==> src/rtl/bt656_stream_tx.sv <==
// BT.656 transmitter: free-running progressive line/frame timing with embedded EAV/SAV codes,
// fed from an AXI4-Stream 4:2:2 pixel source through a one-entry holding register.
module bt656_stream_tx #(
  parameter int H_ACTIVE = 720,
  parameter int H_BLANK  = 268,
  parameter int V_ACTIVE = 480,
  parameter int V_BLANK  = 45
) (
  input  logic        ACLK,
  input  logic        ARESETn,
  input  logic        enable_i,
  input  logic        err_clr_i,
  input  logic [15:0] s_tdata,
  input  logic        s_tvalid,
  output logic        s_tready,
  input  logic        s_tuser,
  input  logic        s_tlast,
  output logic [7:0]  bt656_data_o,
  output logic        synced_o,
  output logic        underrun_o,
  output logic        sof_err_o,
  output logic        eol_err_o
);

  localparam int LINE_LEN = 8 + H_BLANK + 2 * H_ACTIVE;
  localparam int LINES    = V_ACTIVE + V_BLANK;
  localparam int BW       = $clog2(LINE_LEN);
  localparam int LW       = $clog2(LINES);

  localparam logic [BW-1:0] B_LAST  = BW'(LINE_LEN - 1);
  localparam logic [BW-1:0] B_SAV0  = BW'(4 + H_BLANK);
  localparam logic [BW-1:0] B_SAV1  = BW'(5 + H_BLANK);
  localparam logic [BW-1:0] B_SAV2  = BW'(6 + H_BLANK);
  localparam logic [BW-1:0] B_SAV3  = BW'(7 + H_BLANK);
  localparam logic [BW-1:0] B_DATA  = BW'(8 + H_BLANK);
  localparam logic [BW-1:0] B_LASTC = BW'(LINE_LEN - 2);
  localparam logic [LW-1:0] L_LAST  = LW'(LINES - 1);
  localparam logic [LW-1:0] L_BLANK = LW'(V_ACTIVE);

  typedef enum logic {UNSYNCED = 1'b0, SYNCED = 1'b1} sync_state_e;

  sync_state_e   state_q, state_d;
  logic [BW-1:0] bcnt_q, bcnt_d;
  logic [LW-1:0] lcnt_q, lcnt_d;
  logic [7:0]    data_q, data_d;
  logic [7:0]    yhold_q, yhold_d;
  logic [15:0]   pix_q, pix_d;
  logic          pix_user_q, pix_user_d;
  logic          pix_last_q, pix_last_d;
  logic          pix_valid_q, pix_valid_d;
  logic          underrun_q, underrun_d;
  logic          sof_err_q, sof_err_d;
  logic          eol_err_q, eol_err_d;

  logic active_line, c_slot, first_px, last_px;
  logic consume, discard, underrun_ev, sof_ev, eol_ev, handshake;

  function automatic logic [7:0] clamp(input logic [7:0] b);
    if (b == 8'h00)      return 8'h01;
    else if (b == 8'hFF) return 8'hFE;
    else                 return b;
  endfunction

  // Data starts at an even byte offset, so even offsets in the data region are C slots.
  assign active_line = (lcnt_q < L_BLANK);
  assign c_slot      = enable_i & active_line & (bcnt_q >= B_DATA) & ~bcnt_q[0];
  assign first_px    = (lcnt_q == '0) & (bcnt_q == B_DATA);
  assign last_px     = (bcnt_q == B_LASTC);

  always_comb begin
    state_d     = state_q;
    consume     = 1'b0;
    discard     = 1'b0;
    underrun_ev = 1'b0;
    sof_ev      = 1'b0;
    eol_ev      = 1'b0;
    if (c_slot) begin
      case (state_q)
        UNSYNCED: begin
          if (first_px && pix_valid_q && pix_user_q) begin
            consume = 1'b1;
            state_d = SYNCED;
          end
        end
        SYNCED: begin
          if (!pix_valid_q) begin
            underrun_ev = 1'b1;
          end else if (pix_user_q && !first_px) begin
            sof_ev  = 1'b1;
            state_d = UNSYNCED;
          end else if (!pix_user_q && first_px) begin
            sof_ev  = 1'b1;
            discard = 1'b1;
            state_d = UNSYNCED;
          end else begin
            consume = 1'b1;
          end
        end
        default: state_d = UNSYNCED;
      endcase
    end
    if (consume) eol_ev = last_px ? ~pix_last_q : pix_last_q;
    if (!enable_i) state_d = UNSYNCED;
  end

  assign s_tready  = ARESETn & enable_i & (~pix_valid_q | consume);
  assign handshake = s_tvalid & s_tready;

  // While hunting for frame start only SOF beats are kept; everything else is dropped.
  always_comb begin
    pix_d       = pix_q;
    pix_user_d  = pix_user_q;
    pix_last_d  = pix_last_q;
    pix_valid_d = pix_valid_q;
    if (consume || discard) pix_valid_d = 1'b0;
    if (handshake && (state_d == SYNCED || s_tuser)) begin
      pix_d       = s_tdata;
      pix_user_d  = s_tuser;
      pix_last_d  = s_tlast;
      pix_valid_d = 1'b1;
    end
    if (!enable_i) pix_valid_d = 1'b0;
  end

  always_comb begin
    bcnt_d = bcnt_q;
    lcnt_d = lcnt_q;
    if (!enable_i) begin
      bcnt_d = '0;
      lcnt_d = L_BLANK;
    end else if (bcnt_q == B_LAST) begin
      bcnt_d = '0;
      lcnt_d = (lcnt_q == L_LAST) ? '0 : lcnt_q + LW'(1);
    end else begin
      bcnt_d = bcnt_q + BW'(1);
    end
  end

  always_comb begin
    data_d  = 8'h10;
    yhold_d = yhold_q;
    if (c_slot) yhold_d = consume ? clamp(pix_q[7:0]) : 8'h10;
    if (enable_i) begin
      if (bcnt_q == '0 || bcnt_q == B_SAV0) begin
        data_d = 8'hFF;
      end else if (bcnt_q == BW'(1) || bcnt_q == BW'(2) || bcnt_q == B_SAV1 || bcnt_q == B_SAV2) begin
        data_d = 8'h00;
      end else if (bcnt_q == BW'(3)) begin
        data_d = active_line ? 8'h9D : 8'hB6;
      end else if (bcnt_q == B_SAV3) begin
        data_d = active_line ? 8'h80 : 8'hAB;
      end else if (active_line && bcnt_q >= B_DATA) begin
        data_d = bcnt_q[0] ? yhold_q : (consume ? clamp(pix_q[15:8]) : 8'h80);
      end else begin
        data_d = bcnt_q[0] ? 8'h10 : 8'h80;
      end
    end
  end

  assign underrun_d = (underrun_q & ~err_clr_i) | underrun_ev;
  assign sof_err_d  = (sof_err_q & ~err_clr_i) | sof_ev;
  assign eol_err_d  = (eol_err_q & ~err_clr_i) | eol_ev;

  always_ff @(posedge ACLK or negedge ARESETn) begin
    if (!ARESETn) begin
      state_q     <= UNSYNCED;
      bcnt_q      <= '0;
      lcnt_q      <= L_BLANK;
      data_q      <= 8'h10;
      yhold_q     <= 8'h10;
      pix_q       <= '0;
      pix_user_q  <= 1'b0;
      pix_last_q  <= 1'b0;
      pix_valid_q <= 1'b0;
      underrun_q  <= 1'b0;
      sof_err_q   <= 1'b0;
      eol_err_q   <= 1'b0;
    end else begin
      state_q     <= state_d;
      bcnt_q      <= bcnt_d;
      lcnt_q      <= lcnt_d;
      data_q      <= data_d;
      yhold_q     <= yhold_d;
      pix_q       <= pix_d;
      pix_user_q  <= pix_user_d;
      pix_last_q  <= pix_last_d;
      pix_valid_q <= pix_valid_d;
      underrun_q  <= underrun_d;
      sof_err_q   <= sof_err_d;
      eol_err_q   <= eol_err_d;
    end
  end

  assign bt656_data_o = data_q;
  assign synced_o     = (state_q == SYNCED);
  assign underrun_o   = underrun_q;
  assign sof_err_o    = sof_err_q;
  assign eol_err_o    = eol_err_q;

endmodule

==> config.mk <==
export PLATFORM = sky130hd
export DESIGN_NAME = bt656_stream_tx
export DESIGN_NICKNAME = d
export VERILOG_FILES = /design/src/rtl/bt656_stream_tx.sv
export SDC_FILE = /design/constraint.sdc
export NUM_CORES = 1
export LEC_CHECK = 0
export ABC_CLOCK_PERIOD_IN_PS = 4600
export CAP_MARGIN = 20
export CORE_MARGIN = 2
export CORE_UTILIZATION = 56
export DETAILED_ROUTE_END_ITERATION = 10
export GPL_TIMING_DRIVEN = 0
export PLACE_DENSITY = 0.8
export SYNTH_ARGS = -nofsm -noshare
export SYNTH_HDL_FRONTEND = slang
export SYNTH_SLANG_ARGS = --single-unit
export TNS_END_PERCENT = 10
==> constraint.sdc <==
create_clock -name ACLK -period 4.6 [get_ports ACLK]
set_input_delay 0.92 -clock ACLK [delete_from_list [all_inputs] [get_ports ACLK]]
set_output_delay 0.92 -clock ACLK [all_outputs]
set_load 0.1 [all_outputs]
# --- After elaboration in Yosys (flattened, before gate mapping) ---
# Index checks and enable logic that the tools add are counted.
word_totals:
  register_bits: 60
  latchBits: 0
  ram_bits: 0
  romBits: 0
  input_bits: 23
  output_inout_bits: 13
  word_cells: 116
  n_memories: 0
op_classes:
  add_sub_neg: 2
  mul: 0
  div_mod_pow: 0
  order_cmp: 2
  n_eq_ne: 15
  shifts: 0
  n_mux: 48
  bitwise_logic: 19
  n_reduce_logical: 18
op_table:
  columns: ["cell", "count"]
  rows:
  - ["$mux 8", 14]
  - ["$eq 11x9->1 const B", 5]
  - ["$mux 10", 3]
  - ["$mux 1", 25]
  - ["$eq 11x11->1 const B", 2]
  - ["$eq 11x2->1 const B", 2]
  - ["$mux 11", 2]
  - ["$eq 8x8->1 const B", 2]
  - ["$logic_not 8->1", 2]
  - ["$mux 6", 2]
  - ["$add 11x1->11 const B", 1]
  - ["$eq 11x1->1 const B", 1]
  - ["$ge 11x9->1 const B", 1]
  - ["$logic_not 11->1", 1]
  - ["$add 10x1->10 const B", 1]
  - ["$and 1x1->1", 10]
  - ["$eq 10x10->1 const B", 1]
  - ["$logic_not 10->1", 1]
  - ["$lt 10x9->1 const B", 1]
  - ["$logic_and 1x1->1", 6]
  - ["$logic_or 1x1->1", 6]
  - ["$not 1->1", 5]
  - ["$or 1x1->1", 4]
  - ["$pmux 1 s2", 2]
  - ["other kinds (3)", 4]

# --- Logic depth before layout (Yosys ltp) ---
depth:
  ltp_word: 16
  mapped_depth: 12
  mapped_depth_nobuf: 11

# --- Worst setup path after synthesis ---
# Ideal clock, no wire load.
synth_timing:
  kind: "register -> output"
  start: "reg bcnt_q[10]"
  end: "out s_tready"
  t_arrival_ns: 3.516
  required_ns: 3.680
  slack_ns: 0.164
  stages_incl_launch_ff: 10
  path_buffers: 0
  cell_sequence: "dfrtp_1 > or4_1 > or4_4 > nor2_1 > ha_1 > nand3_1 > o21ai_2 > and2_1 > nor2_1 > nor2_1"
synth_between:
  elab_chain_len: 10
  elab_cells_between_ends: 18
  cone_classes: "1 x order compare; 1 x eq/ne; 6 x mux; 5 x bitwise; 5 x reduce/logical"
synth_lines:
  columns: ["item", "line_no", "text"]
  rows:
  - ["start: declaration", "43", "logic [BW-1:0] bcnt_q, bcnt_d;"]
  - ["start signal: assignment", "180", "bcnt_q <= bcnt_d;"]
  - ["$eq 11x9->1", "67", "assign first_px = (lcnt_q == '0) & (bcnt_q == B_DATA);"]
  - ["$and 1x1->1", "67", null]
  - ["$logic_and 1x1->1 or $logic_not 1->1 (tied branches)", "91, 88", null]
  - ["$mux 1 or $logic_and 1x1->1 (tied branches)", "91, 88", null]
  - ["$mux 1", "88", "end else if (pix_user_q && !first_px) begin"]
  - ["$mux 1", "86", "if (!pix_valid_q) begin"]
  - ["$pmux 1 s2", "78", "case (state_q)"]
  - ["$mux 1 *", "77", "if (c_slot) begin"]
  - ["$or 1x1->1 *", "106", "assign s_tready = ARESETn & enable_i & (~pix_valid_q | consume);"]
  - ["$and 1x1->1 *", "106", null]
  - ["end: declaration", "15", "output logic s_tready,"]
# Every way passes the cells marked *; elsewhere a longest branch is shown, timed or not.

# --- Worst setup path in the final report ---
layout_timing:
  start: "reg bcnt_q[9]"
  end: "out s_tready"
# Same word-level chain as after synthesis.

==> flow_metrics.env <==
export IMPL_synth_area_leaders="dfrtp_1 43%, dfstp_2 5.1%, nor2_1 4.2%, mux2_4 3.9%, mux2_2 3.3%"
export IMPL_setup_viol=0
export IMPL_clkPwrFrac_pct=35.1
export IMPL_max_stage_delay_ps=640
export IMPL_worstPathArrival_ps=3420
export IMPL_synth_edff_count=0
export IMPL_path_delay_family="simple AND/OR/NAND/NOR gates"
export IMPL_antenna_found_initial=0
export IMPL_ys_flop_type="dfrtp_1"
export IMPL_synth_async_sr_flop_share_pct=100
export IMPL_p_leak_nw=1.61
export IMPL_drt_iter0_drc=161
export IMPL_syn_area_per_cell_um2=10.1
export IMPL_clkLatencyLatePin_ps=350
export IMPL_setup_worst_path_class="flip-flop to output port"
export IMPL_core_area_um2=5440
export IMPL_cts_sinks=60
export IMPL_dp_hpwl_mm=4.79
export IMPL_ant_nets=0
export IMPL_status="complete, no violations"
export IMPL_io_pins=36
export IMPL_maxSlewHeadroom_pct=35.0
export IMPL_gp_congestion=0.899
export IMPL_cts_root_buf="clkbuf_8"
export IMPL_hold_path_class="flip-flop to flip-flop"
export IMPL_cts_max_path_buffers=2
export IMPL_holdBufCountCts=0
export IMPL_start_kind="flip-flop"
export IMPL_fmax_ghz=0.230
export IMPL_pwr_density_cell_nw_per_um2=352
export IMPL_viasPerCell=5.73
export IMPL_clk_pin_slew_ps=70
export IMPL_switching_power_mw=0.396
export IMPL_peakVddDrop_v=0.000238
export IMPL_post_cts_setup_buffers=0
export IMPL_die_h_um=78.5
export IMPL_antenna_cells=0
export IMPL_hold_viol=0
export IMPL_layout_worst_path_cycle_share_pct=94.4
export IMPL_port_buffers=35
export IMPL_ys_seq_area_share_pct=48.5
export IMPL_grt_overflow=0
export IMPL_grt_use_total_pct=24.5
export IMPL_die_area_um2=6160
export IMPL_grt_pass1_vias=2381
export IMPL_wl_per_cell_um=15.7
export IMPL_initial_utilization_pct=57.2
export IMPL_htree_levels=3
export IMPL_required_ps=3680
export IMPL_cts_tree="done"
export IMPL_pre_cts_ws_ps=-18.9
export IMPL_area_growth_pct=20.6
export IMPL_post_synth_top_count_cell="dfrtp_1"
export IMPL_switching_share_pct=30.1
export IMPL_grt_max_degree=39
export IMPL_drive_gt1_share_pct=13.6
export IMPL_synth_area_um2=3110
export IMPL_cpMaxStageDelayCell="or4_1"
export IMPL_finalCriticalPeriod_ps=4340
export IMPL_fp_row_count=27
export IMPL_worstPathMaxFanout=5
export IMPL_ys_types=50
export IMPL_yosysTopAreaCell="dfrtp_1"
export IMPL_setup_tns_ps=0
export IMPL_die_w_um=78.5
export IMPL_syn_num_nets=339
export IMPL_fin_ws_ps=258
export IMPL_ys_ff_latch=60
export IMPL_worst_path_buf_inv=1
export IMPL_layout_nets=386
export IMPL_grt_pass1_wl_mm=11.5
export IMPL_grt_setup_unrepaired="no"
export IMPL_path_cells="or4_1 -> or4_4 -> nor2_1 -> ha_1 -> nand3_1 -> o21ai_2 -> and2_1 -> nor2_1 -> nor2_1 -> buf_2"
export IMPL_syn_inst=309
export IMPL_internal_power_mw=0.922
export IMPL_cts_buffers=9
export IMPL_drtPass1Iterations=4
export IMPL_comb_power_share_pct=17.8
export IMPL_drv_slew=0
export IMPL_drt_wl_total_mm=6.79
export IMPL_tightest_slew_ps=972
export IMPL_synth_commonest_cells="54 x dfrtp_1, 35 x nor2_1, 25 x nand2_1"
export IMPL_yosysTopAreaCellShare_pct=43.5
export IMPL_pwr_share_seq_pct=47.2
export IMPL_drc_errors=0
export IMPL_skew_ps=10.6
export IMPL_end_kind="output port"
export IMPL_yosysWarningCount=0
export IMPL_drv_cap=0
export IMPL_crit_path_frequent_cell="nor2_1"
export IMPL_vias=2483
[worst reg2reg max path: cells and delay by family (launching register included)]
| kind | cells | cell delay, ps |
|---|---|---|
| adders and majority gates | 1 | 210 |
| DFF | 1 | 430 |
| AOI/OAI and AO/OA | 3 | 930 |
| and+or+nand+nor | 4 | 1380 |
| muxes | 1 | 320 |
| buffers and inverters | 1 | 240 |
[power by group through the flow]
stage                     clock (mW)  sequential, mW  combinational, mW
final                          0.462           0.622              0.234
after global routing           0.491           0.629              0.255
after CTS                      0.470           0.621              0.235
after detailed placement           0           0.630              0.233
after global placement             0           0.629              0.225
after floorplan                    0           0.677              0.103
[logic make-up after synthesis]
kind of cell / count (synthesis) / synth area share (%)
compound gates: 62 / 14.3
xor+xnor: 14 / 3.94
fa+ha+maj: 7 / 2.82
buf+inv: 29 / 3.90
flops: 60 / 48.5
mux: 17 / 7.12
simple gates: 120 / 19.4
[metrics by stage]
stage                     area, µm²  total power [mW]  cells  utilization (%)  hold WS, ps
final                          3750              1.32    433             69.0          487
after detailed placement       3560             0.863    417             65.5          469
after CTS                      3760              1.33    433             69.1          486
after floorplan                3110             0.781    309                -          439
after global placement         3550             0.853    416             65.3          464
after global routing           3750              1.37    433             69.0          509
[metal layers]
metal	up-vias	GRT usage (%)	share of wire (%)
met1	1201	35.2	47
met4	0	10.9	1.9
met3	11	4.14	3.8
met5	-	0	0
met2	66	36.4	47
li1	1205	-	-
[final timing paths]
check                           start               to  slack (ps)  cells past startpoint
min in group asynchronous     ARESETn  bt656_data_o[1]         540                      1
min                        yhold_q[0]       yhold_q[0]         490                      2
min reg2reg                yhold_q[0]       yhold_q[0]         490                      2
max                         bcnt_q[9]         s_tready         260                     10
max reg2reg                 bcnt_q[9]        pix_q[11]         990                     10
max in group asynchronous     ARESETn       yhold_q[4]        3420                      2
[timing repair]
action,4_1_cts,5_1_grt
endpoints found under the setup margin,1,1
gates resized for setup,3,2
endpoints found under the hold margin,0,0
[sequential cells by signal (all words and copies together) (netlist names)]
name,count
pix_user_q,1
bcnt_q,11
synced_o,1
sof_err_o,1
eol_err_o,1
yhold_q,8
underrun_o,1
lcnt_q,10
pix_valid_q,1
pix_last_q,1
pix_q,16
bt656_data_o,8
[layout by cell type, fill, tap and decap left out, types with 3 or more instances in the layout]
cell type	Yosys	layout
nor3_1	6	6
nor4_1	5	5
clkdlybuf4s50_1	0	33
and3_1	4	4
nor2_1	35	35
xor2_1	6	6
mux2_2	9	9
ha_1	7	7
a22o_1	6	6
and2_1	4	4
or4_1	3	3
mux2_4	8	8
xnor2_1	8	8
dfrtp_1	54	54
dfstp_2	6	6
clkbuf_1	11	12
a221oi_1	7	7
a21oi_1	10	10
buf_2	1	3
nand2b_1	5	5
inv_1	15	15
nand2_1	25	25
o311ai_0	4	4
o21ai_0	18	18
clkbuf_8	0	9
nand3_1	13	13
nand4_1	7	7
[layout make-up]
type / instances / area (µm²)
inverter: 15 / 56.3
clock buffer: 10 / 128
clock inverter: 6 / 63.8
tap: 72 / 90.1
sequential: 60 / 1510
buffer: 14 / 65.1
fill: 399 / 1690
multi-input combinational: 220 / 1480
timing repair buffer: 36 / 360
No activity file was read; power rests on OpenSTA's default activity.
